## src/rtl/uart_tx_core.sv

```systemverilog
// UART transmit serialiser: accepts one byte per request/clear handshake and
// sends start, 8 data bits (LSB first), optional parity and 1 or 2 stop bits.
module uart_tx_core #(
  parameter int CLKS_PER_BIT = 104,
  parameter int PARITY_EN    = 0,
  parameter int PARITY_ODD   = 0,
  parameter int STOP_BITS    = 1
) (
  input  logic       clk,
  input  logic       rst_n,
  input  logic [7:0] i_tx,
  input  logic       i_tx_start,
  output logic       o_tx_start_clear,
  output logic       o_tx_busy,
  output logic       o_txd,
  output logic [2:0] o_dbg_state
);

  localparam int CW = $clog2(CLKS_PER_BIT);
  localparam logic [CW-1:0] LAST_CNT = CW'(CLKS_PER_BIT - 1);
  localparam logic PARITY_ODD_BIT = (PARITY_ODD != 0);

  localparam logic [2:0] S_IDLE   = 3'd0;
  localparam logic [2:0] S_START  = 3'd1;
  localparam logic [2:0] S_DATA   = 3'd2;
  localparam logic [2:0] S_PARITY = 3'd3;
  localparam logic [2:0] S_STOP   = 3'd4;

  logic [2:0]    r_state;
  logic [CW-1:0] r_baud_cnt;
  logic [2:0]    r_bit_idx;
  logic          r_stop_idx;
  logic [7:0]    r_shift;
  logic          r_parity;
  logic          r_txd;
  logic          r_busy;
  logic          r_clear;
  logic          w_bit_end;

  assign w_bit_end = (r_state != S_IDLE) && (r_baud_cnt == LAST_CNT);

  // Handshake: i_tx_start is a level request, honoured only in IDLE; the edge
  // that honours it also raises o_tx_start_clear for exactly one cycle.
  always_ff @(posedge clk or negedge rst_n) begin
    if (!rst_n) begin
      r_state    <= S_IDLE;
      r_baud_cnt <= '0;
      r_bit_idx  <= 3'd0;
      r_stop_idx <= 1'b0;
      r_shift    <= 8'h00;
      r_parity   <= 1'b0;
      r_txd      <= 1'b1;
      r_busy     <= 1'b0;
      r_clear    <= 1'b0;
    end else begin
      r_clear <= 1'b0;
      if (r_state == S_IDLE || w_bit_end) begin
        r_baud_cnt <= '0;
      end else begin
        r_baud_cnt <= r_baud_cnt + 1'b1;
      end

      // o_txd is loaded with the next bit on each transition edge, so the
      // line holds one registered value for the whole bit period.
      case (r_state)
        S_IDLE: begin
          if (i_tx_start) begin
            r_shift  <= i_tx;
            r_parity <= (^i_tx) ^ PARITY_ODD_BIT;
            r_state  <= S_START;
            r_txd    <= 1'b0;
            r_busy   <= 1'b1;
            r_clear  <= 1'b1;
          end
        end
        S_START: begin
          if (w_bit_end) begin
            r_state   <= S_DATA;
            r_bit_idx <= 3'd0;
            r_txd     <= r_shift[0];
          end
        end
        S_DATA: begin
          if (w_bit_end) begin
            r_shift <= {1'b0, r_shift[7:1]};
            if (r_bit_idx == 3'd7) begin
              r_stop_idx <= 1'b0;
              if (PARITY_EN != 0) begin
                r_state <= S_PARITY;
                r_txd   <= r_parity;
              end else begin
                r_state <= S_STOP;
                r_txd   <= 1'b1;
              end
            end else begin
              r_bit_idx <= r_bit_idx + 3'd1;
              r_txd     <= r_shift[1];
            end
          end
        end
        S_PARITY: begin
          if (w_bit_end) begin
            r_state    <= S_STOP;
            r_stop_idx <= 1'b0;
            r_txd      <= 1'b1;
          end
        end
        S_STOP: begin
          if (w_bit_end) begin
            if (STOP_BITS == 2 && !r_stop_idx) begin
              r_stop_idx <= 1'b1;
            end else begin
              r_state <= S_IDLE;
              r_busy  <= 1'b0;
            end
          end
        end
        default: begin
          r_state <= S_IDLE;
          r_txd   <= 1'b1;
          r_busy  <= 1'b0;
        end
      endcase
    end
  end

  assign o_txd            = r_txd;
  assign o_tx_busy        = r_busy;
  assign o_tx_start_clear = r_clear;
  assign o_dbg_state      = r_state;

endmodule

```

## config.mk

```make
export PLATFORM = sky130hd
export DESIGN_NAME = uart_tx_core
export DESIGN_NICKNAME = d
export VERILOG_FILES = /design/src/rtl/uart_tx_core.sv
export SDC_FILE = /design/constraint.sdc
export NUM_CORES = 1
export LEC_CHECK = 0
export BUFFER_PORTS_ARGS = -buffer_cell sky130_fd_sc_hd__buf_2
export CORE_UTILIZATION = 45
export DETAILED_ROUTE_END_ITERATION = 8
export PLACE_DENSITY = 0.65
export SLEW_MARGIN = 40
export SYNTH_ARGS = -nofsm -noshare
export SYNTH_HDL_FRONTEND = slang
export SYNTH_SLANG_ARGS = --single-unit
```

## constraint.sdc

```tcl
create_clock -name clk -period 3.9 [get_ports clk]
set_input_delay 0.78 -clock clk [delete_from_list [all_inputs] [get_ports clk]]
set_output_delay 0.78 -clock clk [all_outputs]
set_load 0.05 [all_outputs]
```

; ---- After elaboration in Yosys (flattened, before gate mapping)
; Index checks and enable logic that the tools add are counted.
[word_totals]
ff_bits = 24
latch_bits = 0
mem_bits_rw = 0
rom_bits = 0
out_inout_bits = 6
word_cells = 61
mem_count = 0
[classes]
n_addsub = 2
multipliers = 0
div_mod_pow = 0
order_cmp = 0
n_eq_ne = 13
n_shift = 0
mux = 25
n_bitwise = 2
n_reduce_logical = 12
[ops]
columns = operator, n
row1 = two-way mux 3 bit, 8
row2 = two-way mux 8 bit, 2
row3 = case mux 8 bit (2 select lines), 1
row4 = case mux 3 bit (5 select lines), 1
row5 = inequality test 2 bit (second input constant), 7
row6 = two-way mux 1 bit, 9
row7 = adder 7 x 1 -> 7 bit (second input constant), 1
row8 = == test 7 bit (second input constant), 1
row9 = two-way mux 7 bit, 1
row10 = == test 3 x 2 -> 1 bit (second input constant), 2
row11 = == test 3 bit (second input constant), 2
row12 = case mux 3 bit (2 select lines), 1
row13 = AND reduction 3 bit, 2
row14 = AND reduction 6 bit, 1
row15 = case mux 1 bit (5 select lines), 1
row16 = AND reduction 5 bit, 1
row17 = AND reduction 4 bit, 1
row18 = nonzero test 2 bit, 2
row19 = adder 3 x 1 -> 3 bit (second input constant), 1
row20 = == test 3 x 1 -> 1 bit (second input constant), 1
row21 = zero test 3 bit, 1
row22 = case mux 1 bit (3 select lines), 1
row23 = nonzero test 3 bit, 1
row24 = OR reduction 3 bit, 1
row25 = 3 further kinds, 4

; ---- Longest topological paths before layout
; Gate-level depths: netlist of run 1.
[logic_depth]
ltp_word = 4
ltp_mapped = 6
ltp_nobuf = 5

; ---- Worst setup path before layout of run 1
; Ideal clock, no wire load.
[synth_timing]
path_type = reg2reg
start = register r_state[2], in the netlist o_dbg_state[2]
end = register r_bit_idx[2]
setup_ps = 126
t_arrival_ps = 2022
t_required_ps = 3774
slack_ps = 1752
stages_incl_launch_ff = 5
period_less_slack_ps = 2148
path_cell_list = dfrtp_1 buf_6 or4b_4 or3b_4 a221o_1
[synth_via]
elab_chain_len = 4
word_cells_on_any_way = 10
classes_between = eq/ne (5) / mux (1) / reduce/logical (4)
[synth_rtl]
columns = element, line
row1 = from (decl), 29  ; logic [2:0] r_state;
row2 = from (signal assigned), 46  ; r_state <= S_IDLE;
row3 = from (signal assigned), 70  ; r_state <= S_START;
row4 = from (signal assigned), 78  ; r_state <= S_DATA;
row5 = nonzero test 3 bit, 40  ; assign w_bit_end = (r_state != S_IDLE) && (r_baud_cnt == LAST_CNT);
row6 = logical AND 1 bit, 40
row7 = inequality test 2 bit (no source line), --
row8 = AND reduction 4 bit (no source line), --
row9 = to (signal assigned), 96  ; r_bit_idx <= r_bit_idx + 3'd1;
row10 = to (decl), 31  ; logic [2:0] r_bit_idx;
; Several ways; a longest one is shown, not always the timed one.
; A chain may end at the register's enable or synchronous reset.

; ---- Final worst setup path of run 1
[layout_timing]
start = register r_baud_cnt[0]
end = register r_shift[5]
[layout_via]
elab_chain_len = 4
[layout_rtl]
columns = element, line
row1 = from (decl), 30  ; logic [CW-1:0] r_baud_cnt;
row2 = from (signal assigned), 60  ; r_baud_cnt <= r_baud_cnt + 1'b1;
row3 = == test 7 bit, 40
row4 = logical AND 1 bit, 40
row5 = inequality test 2 bit (no source line), --
row6 = AND reduction 3 bit (no source line), --
row7 = to (signal assigned), 68  ; r_shift <= i_tx;
row8 = to (signal assigned), 85  ; r_shift <= {1'b0, r_shift[7:1]};
row9 = to (decl), 33  ; logic [7:0] r_shift;
; No other way between the ends.

==> impl_summary.txt, run 1 <==
----------------------------------------------------
[Routing]
  Count of routing violations after the opening detailed-route iteration ... 22
  DR vias ... 1027
  Routed WL per cell ... ~15 µm
  Remaining routing DRC violations ... 0
  Initial DRT Pass Iterations ... 4
  Vias per cell ... 6.04
  Antenna-violating nets left ... 0
  DRT Wirelength ... about 2.6 mm

[Global routing]
  Leftover overflow at the end of global routing ... 0
  GRT Total Usage ... about a fifth
  Number of antenna violations at the first check in global routing ... 0
  Number of global-route vias before repair ... 963
  Pin count of the biggest net entering global routing ... 25
  First-pass GRT wire length ... between 4 and 5 mm

[Final layout]
  Area delta synth->final ... 9.52%
  Number of antenna diodes ... 0
  Number of nets in the finished design ... between 150 and 200
  Sequential cell area ... 602 µm²
  Footprint of the multi-input gates ... 601 µm²
  Final standard cell count with taps included and fillers excluded ... 170
  Layout cells sized above 1 ... 20.7%
  Fill cell count ... roughly 250

[Placement]
  Half-perimeter wire length of the detailed placement result ... ~1.7 mm
  # port buffers ... 16
  Placed cell count ... approximately 170
  Global placement routability congestion ... 0.832

[Worst setup path]
  CP arrival ... ~2400 ps
  Cell family contributing the most delay on the critical path ... simple AND/OR/NAND/NOR gates
  Slowest Stage Delay on Critical Path ... 670 ps
  Critical path class ... flop to flop
  Worst-path maximum fanout ... 19
  Kind of start point of the critical path ... flop
  Critical-path cell with the highest stage delay ... or3_1
  Chain of cells forming the critical path ... ha_1 -> nand3_1 -> or3_1 -> a211oi_1
  CP Data Required Time ... roughly 4000 ps
  CP endpoint kind ... flop
  Number of buffer and inverter stages on the critical path ... 0

[Synth]
  Leading cell types by total area after synthesis ... dfrtp_1 46%, nor2_1 6.3%, a211oi_1 4.8%
  Cell taking the most area after synthesis ... dfrtp_1
  Cell area after synthesis ... 1250 µm²
  Synthesized area per cell ... 9.76 µm²
  Post-synthesis sequential element count ... 24
  Ys flop type ... dfrtp_1
  List of most frequent post-synthesis cells ... 23 x dfrtp_1, 21 x nor2_1, 8 x a211oi_1
  Share of Yosys cell area claimed by the top area cell type ... 46.1%
  Number of distinct library cell variants in the gate-level netlist after synthesis ... 39
  Post-synthesis sequential area ratio ... 48.2%
  Synthesized instance count ... 128
  Synthesized Nets ... 142
  Number of warnings issued by yosys ... 0
  Number of flops mapped to enable cells by yosys ... 0
  Async set-reset flop share out of synthesis ... between 90% and 100%
  Most frequently used cell type in the post-synthesis netlist ... dfrtp_1

[Floorplan]
  Number of rows in the core area ... 18
  Total core area ... approximately 2500 µm²
  Overall die area ... 2990 µm²
  Die Height ... 54.7 µm
  Io pins ... 17
  Starting Density ... 49.1%
  Overall die width ... 54.7 µm

[STA]
  Relative slew margins ... 56.1%
  Highest attainable clock frequency ... 464 MHz
  Fin crit period ... 2160 ps
  Worst clock skew ... 9.21 ps
  Setup total negative slack ... 0 ps
  Setup Viol. Count Final ... 0
  Number of hold violations in the final report ... 0
  Unrepaired setup endpoints after global routing ... no
  Max-slew violations ... 0
  Post-route worst hold slack ... 421 ps
  Actual slew at the worst max-slew pin ... 657 ps
  Final worst-path cycle share ... 55.3%

[Hold path]
  Tightest Hold Check Type ... primary input to asynchronous set/reset pin

[Clock tree]
  Post-CTS Hold Buffers ... 0
  Clock tree root buffer cell ... clkbuf_4
  Worst-case clock buffer depth ... 2
  Clock buffers created by TritonCTS ... 3
  Reg clk slew, reported paths ... 140 ps
  H-tree depth ... 1
  TritonCTS clock tree ... yes
  Clock sink count ... 24
  Post-cts sizing count ... 0
  Clock latency of the later-clocked register in the worst-skew pair ... 310 ps
  Post-CTS setup-driven buffer insertion count ... 0

[Run]
  Number of max-cap violations ... 0

[Power and ir drop]
  Pwr dens ... 298 nW/µm²
  Leakage dissipation ... 0.558 nW
  Worst-case vdd ir drop ... 0.183 mV

[Run status]
  Result of the run ... completed

----------------------------------------------------
==> metrics by stage <==
step	power (mW)	area, µm²	setup slack, ps	util, %
2_1_floorplan	0.267	1250	1750	-
3_3_place_gp	0.279	1330	1770	52.1
3_5_place_dp	0.279	1330	1700	52.1
4_1_cts	0.411	1360	1750	53.5
5_1_grt	0.421	1370	1600	53.7
6_report	0.407	1370	1740	53.7
==> layout by cell type (no fill, tap or decap), types with 3 or more instances in the layout <==
cell / synthesis / final
dfrtp_1: 23 / 23
and2_1: 3 / 3
ha_1: 3 / 3
nor2_1: 21 / 21
nor4_1: 7 / 7
a21oi_1: 3 / 3
nor3_1: 5 / 4
buf_2: 2 / 16
a211oi_1: 8 / 8
o21ai_0: 3 / 3
or3_1: 3 / 3
clkbuf_4: 0 / 3
nand3_1: 3 / 3
nand2_1: 6 / 6
==> kinds of logic after synthesis <==
| kind of cell | count (synthesis) | share of synthesized area (%) |
|---|---|---|
| simple gates | 62 | 27.9 |
| compound gates | 25 | 14.7 |
| flops | 24 | 48.2 |
| buf+inv | 11 | 4.11 |
| xor+xnor | 3 | 2.10 |
| fa+ha+maj | 3 | 3.01 |
==> power by group <==
part / internal [mW] / switching (mW) / total [mW]
Combinational: 0.00748 / 0.0107 / 0.0182
Sequential: 0.254 / 0.00252 / 0.256
Clock: 0.0570 / 0.0761 / 0.133
Total: 0.318 / 0.0894 / 0.407
==> flip-flops by register name, indices dropped and copies added, names as in the netlist <==
name	flops
o_dbg_state	3
o_tx_busy	1
o_tx_start_clear	1
o_txd	1
r_baud_cnt	7
r_bit_idx	3
r_shift	8
==> routing by layer <==
layer  up-vias  global-route usage [%]  part of all wire [%]
met5         -                       0                     0
met4         0                    6.41                  0.74
met3         2                    2.50                   3.0
met2        19                    34.9                    49
met1       513                    27.0                    47
li1        493                       -                     -
==> worst paths after layout <==
kind                       cells past startpoint  slack [ps]            end     startpoint
max in group asynchronous                      1        3100          o_txd          rst_n
hold / removal                                 1         420   r_bit_idx[0]          rst_n
setup / recovery                               4        1740     r_shift[5]  r_baud_cnt[0]
hold reg to reg                                1         480  r_baud_cnt[0]  r_baud_cnt[0]
min in group clk                               1         480  r_baud_cnt[0]  r_baud_cnt[0]
setup reg to reg                               4        1740     r_shift[5]  r_baud_cnt[0]
==> cell type report <==
class | instances | share of cell area, %
multi-input cells | 93 | 43.9
repair buffers | 16 | 5.86
well taps | 30 | 2.74
inverters | 3 | 0.823
clock buffers | 4 | 2.65
flip-flops and latches | 24 | 44.0
Power figures use the tool's default switching activity.
==> run 2, diff against run 1 <==
ABC_AREA = 1   (was unset)
PLACE_DENSITY = 0.67   (was 0.65)
clock period = 1.77 ns   (was 3.9 ns; I/O delays follow)
==> run 2 against run 1 <==
  * The flow now finishes with violations (negative hold slack)
  * First-iteration DRC count is 9.1% higher
  * Flip-flop and latch count unchanged
  * Final cell count grew 24%
  * Clock power increased to 2.9 times the previous value
  * Worst hold slack got worse by 430 ps
  * Clock-buffer cell count is 1 lower
  * Wire length decreased by 11%
  * Critical path type is now flop to output port
  * Combinational power rose to 68 times the previous value
  * Highest routed layer unchanged
  * Synthesized cell count is 27% higher
  * Utilization increased by 1.3 points
  * Largest cell class unchanged
  * Via count rose by 0.39%
==> impl_summary.txt, run 2 <==
----------------------------------------------------
[Placement]
  Half-perimeter wire length of the detailed placement result ... 1.77 mm (was 1.74 mm)
  Pre-CTS setup slack ... 312 ps (was 1700 ps)
  # port buffers ... 16 (unchanged)
  Global placement routability congestion ... 0.808 (was 0.832)
  Placed cell count ... 206 (was 166)

[Routing]
  Initial DRT Pass Iterations ... 4 (unchanged)
  DR vias ... 1031 (was 1027)
  Count of routing violations after the opening detailed-route iteration ... 24 (was 22)
  Remaining routing DRC violations ... 0 (unchanged)
  DRT Wirelength ... 2.27 mm (was 2.55 mm)
  Routed WL per cell ... 10.8 µm (was 15.0 µm)
  Antenna-violating nets left ... 0 (unchanged)
  Vias per cell ... 4.91 (was 6.04)

[Final layout]
  Number of antenna diodes ... 0 (unchanged)
  Most frequent standard cell in the layout excluding fill and tap cells ... nand2_1 (was dfrtp_1)
  Most frequent cells in the layout ... 40 x nand2_1, 25 x inv_1, 23 x dfrtp_1 (was 23 x dfrtp_1, 21 x nor2_1, 16 x buf_2)
  Number of nets in the finished design ... 195 (was 155)
  Layout cells sized above 1 ... 20.6% (was 20.7%)
  Most flop-heavy register ... r_shift (unchanged)
  Area delta synth->final ... 11.2% (was 9.52%)
  Largest registers ... r_shift x8, r_baud_cnt x7 (unchanged)
  Max reg flops ... 8 (unchanged)
  Final standard cell count with taps included and fillers excluded ... 210 (was 170)

[Worst setup path]
  Kind of start point of the critical path ... flop (unchanged)
  CP Data Required Time ... 1420 ps (was 4110 ps)
  Destination of the worst register-to-register timing path ... r_bit_idx[0] (was r_shift[5])
  Setup slack, reg-to-reg ... 300 ps (was 1740 ps)
  Critical-path cell with the highest stage delay ... dfrtp_1 (was or3_1)
  Worst-path maximum fanout ... 6 (was 19)
  Number of buffer and inverter stages on the critical path ... 1 (was 0)
  Slowest Stage Delay on Critical Path ... 560 ps (was 670 ps)
  CP endpoint kind ... output port (was flop)
  Cell family contributing the most delay on the critical path ... flip-flops (was simple AND/OR/NAND/NOR gates)
  Startpoint of the most critical setup path ... o_dbg_state[0] (was r_baud_cnt[0])
  Chain of cells forming the critical path ... buf_2 (was ha_1 -> nand3_1 -> or3_1 -> a211oi_1)
  Worst r2r path cells ... 8 (was 4)
  CP arrival ... 1200 ps (was 2370 ps)
  Critical path class ... flop to output port (was flop to flop)
  Critical R2R Launch ... r_bit_idx[0] (was r_baud_cnt[0])

[Synth]
  Cell taking the most area after synthesis ... dfrtp_1 (unchanged)
  Number of distinct library cell variants in the gate-level netlist after synthesis ... 21 (was 39)
  Most frequently used cell type in the post-synthesis netlist ... nand2_1 (was dfrtp_1)
  XOR/XNOR share of the synthesized area ... 0% (was 2.10%)
  Synthesized area per cell ... 7.92 µm² (was 9.76 µm²)
  Number of flops mapped to enable cells by yosys ... 0 (unchanged)
  Basic-gate share of the synthesized area counting and, or, nand and nor cells ... 27.4% (was 27.9%)
  Synth Area in Adders ... 2.93% (was 3.01%)
  Combinational family with the most area after synthesis ... simple AND/OR/NAND/NOR gates (unchanged)
  Cell area after synthesis ... 1280 µm² (was 1250 µm²)
  Number of warnings issued by yosys ... 0 (unchanged)
  Synthesized-area fraction occupied by ao, oa, aoi and oai cells ... 12.3% (was 14.7%)
  List of most frequent post-synthesis cells ... 40 x nand2_1, 25 x inv_1, 23 x dfrtp_1 (was 23 x dfrtp_1, 21 x nor2_1, 8 x a211oi_1)
  Share of Yosys cell area claimed by the top area cell type ... 44.9% (was 46.1%)
  Ys flop type ... dfrtp_1 (unchanged)
  Synthesized Nets ... 176 (was 142)
  Multiplexer area fraction after synthesis ... 0% (unchanged)
  Async set-reset flop share out of synthesis ... 100% (unchanged)
  Post-synthesis sequential element count ... 24 (unchanged)
  Synthesized instance count ... 162 (was 128)
  Post-synthesis sequential area ratio ... 46.9% (was 48.2%)
  Leading cell types by total area after synthesis ... dfrtp_1 45%, nand2_1 12%, inv_1 7.3% (was dfrtp_1 46%, nor2_1 6.3%, a211oi_1 4.8%)

[Power and ir drop]
  Pint ... 1.36 mW (was 0.318 mW)
  Pwr dens ... 1780 nW/µm² (was 298 nW/µm²)
  Worst-case vdd ir drop ... 1.00 mV (was 0.183 mV)
  Share of total power in combinational logic ... 48.9% (was 4.5%)
  Leakage dissipation ... 0.760 nW (was 0.558 nW)
  Net load switching power ... 1.17 mW (was 0.0894 mW)
  Share of total power consumed by net switching ... 46.2% (was 21.9%)
  Power consumption ... 2.53 mW (was 0.407 mW)
  Part of the power in registers ... 35.7% (was 62.9%)
  Clk network pwr share ... 15.4% (was 32.7%)

[Floorplan]
  Overall die width ... 55.4 µm (was 54.7 µm)
  Overall die area ... 3070 µm² (was 2990 µm²)
  Total core area ... 2590 µm² (was 2540 µm²)
  Starting Density ... 49.5% (was 49.1%)
  Number of rows in the core area ... 18 (unchanged)
  Io pins ... 17 (unchanged)
  Die Height ... 55.4 µm (was 54.7 µm)

[Global routing]
  Leftover overflow at the end of global routing ... 0 (unchanged)
  Pin count of the biggest net entering global routing ... 25 (unchanged)
  Number of global-route vias before repair ... 999 (was 963)
  Number of antenna violations at the first check in global routing ... 0 (unchanged)
  GRT Total Usage ... 17.0% (was 20.6%)
  First-pass GRT wire length ... 4.23 mm (was 4.37 mm)

[STA]
  Worst clock skew ... 2.51 ps (was 9.21 ps)
  Highest attainable clock frequency ... around 640 MHz
  Fin crit period ... 1550 ps
  Setup total negative slack ... 0 ps (unchanged)
  Relative slew margins ... 66.1% (was 56.1%)
  Max-slew violations ... 0 (unchanged)
  Post-route worst hold slack ... -9.09 ps (was 421 ps)
  Actual slew at the worst max-slew pin ... 508 ps (was 657 ps)
  Minimum setup slack in the final design ... 218 ps (was 1740 ps)
  Unrepaired setup endpoints after global routing ... no (unchanged)
  Setup Viol. Count Final ... 0 (unchanged)
  Number of hold violations in the final report ... 14 (was 0)
  Final worst-path cycle share ... 87.7%

[Clock tree]
  Reg clk slew, reported paths ... 130 ps (was 140 ps)
  Post-cts sizing count ... 0 (unchanged)
  Clock tree root buffer cell ... clkbuf_4 (unchanged)
  TritonCTS clock tree ... yes (unchanged)
  Post-CTS setup-driven buffer insertion count ... 0 (unchanged)
  Clock sink count ... 24 (unchanged)
  H-tree depth ... 1 (unchanged)
  Worst-case clock buffer depth ... 2 (unchanged)
  Post-CTS Hold Buffers ... 0 (unchanged)
  Clock buffers created by TritonCTS ... 3 (unchanged)
  Clock latency of the later-clocked register in the worst-skew pair ... 310 ps (about the same)

[Run status]
  Failing checks ... negative hold slack
  Result of the run ... complete, but fails checks (was completed)

[Hold path]
  Tightest Hold Check Type ... primary input to asynchronous set/reset pin (unchanged)

[Run]
  Number of max-cap violations ... 0 (unchanged)

----------------------------------------------------
-- run 2: cell types whose count changed in the layout (fill, tap and decap cells not counted), sizes merged, moves of 3 or more --
cell | before | now
a211oi | 8 | 0
and2 | 3 | 0
inv | 2 | 28
nand2 | 6 | 44
nand3 | 3 | 13
nor2 | 21 | 17
nor3 | 5 | 2
nor4 | 7 | 0
o21ai | 3 | 23
or3 | 3 | 0
or3b | 3 | 0
or4b | 4 | 0
-- run 2: worst max path at each step --
stage / end / cells after the start
final: o_dbg_state[0] / 1
after global routing: r_bit_idx[0] / 8
after CTS: o_dbg_state[2] / 1
after detailed placement: r_bit_idx[0] / 8
after global placement: r_bit_idx[0] / 8
after floorplan: r_shift[4] / 8
-- run 2: power by group through the flow --
| stage | combinational [mW] | sequential, mW | clock, mW |
|---|---|---|---|
| after floorplan | 0.852 | 1.11 | 0 |
| after global placement | 1.22 | 0.908 | 0 |
| after detailed placement | 1.25 | 0.918 | 0 |
| after CTS | 1.25 | 0.905 | 0.399 |
| after global routing | 1.42 | 0.929 | 0.420 |
| final | 1.24 | 0.904 | 0.389 |
-- run 2: per-stage QoR --
step / cell area [µm²] / util [%]
CTS: 1430 / 55.1
floorplan: 1280 / -
detailed placement: 1370 / 53.0
global route: 1430 / 55.1
finish: 1430 / 55.1
global placement: 1370 / 53.0
-- run 2: kinds of logic (layout without fill, tap and decap cells) --
logic type / Yosys count / in the layout
AOI/OAI and AO/OA: 27 / 27
adders and majority gates: 3 / 3
buffers and inverters: 30 / 48
and+or+nand+nor: 78 / 78
DFF: 24 / 24
-- run 2: area by class of cell --
class	count	area [µm²]
fillers	250	1160
clock inverters	1	30.0
well taps	30	37.5
multi-input cells	108	547
repair buffers	16	80.1
clock buffers	3	22.5
flip-flops and latches	24	602
inverters	28	108
-- run 2: per-layer routing --
metal / vias up / wire, µm / track usage (%)
li1: 542 / - / -
met1: 462 / 1070 / 22.7
met2: 25 / 1090 / 27.9
met3: 2 / 94 / 2.34
met4: 0 / 10 / 6.43
met5: - / 0 / 0
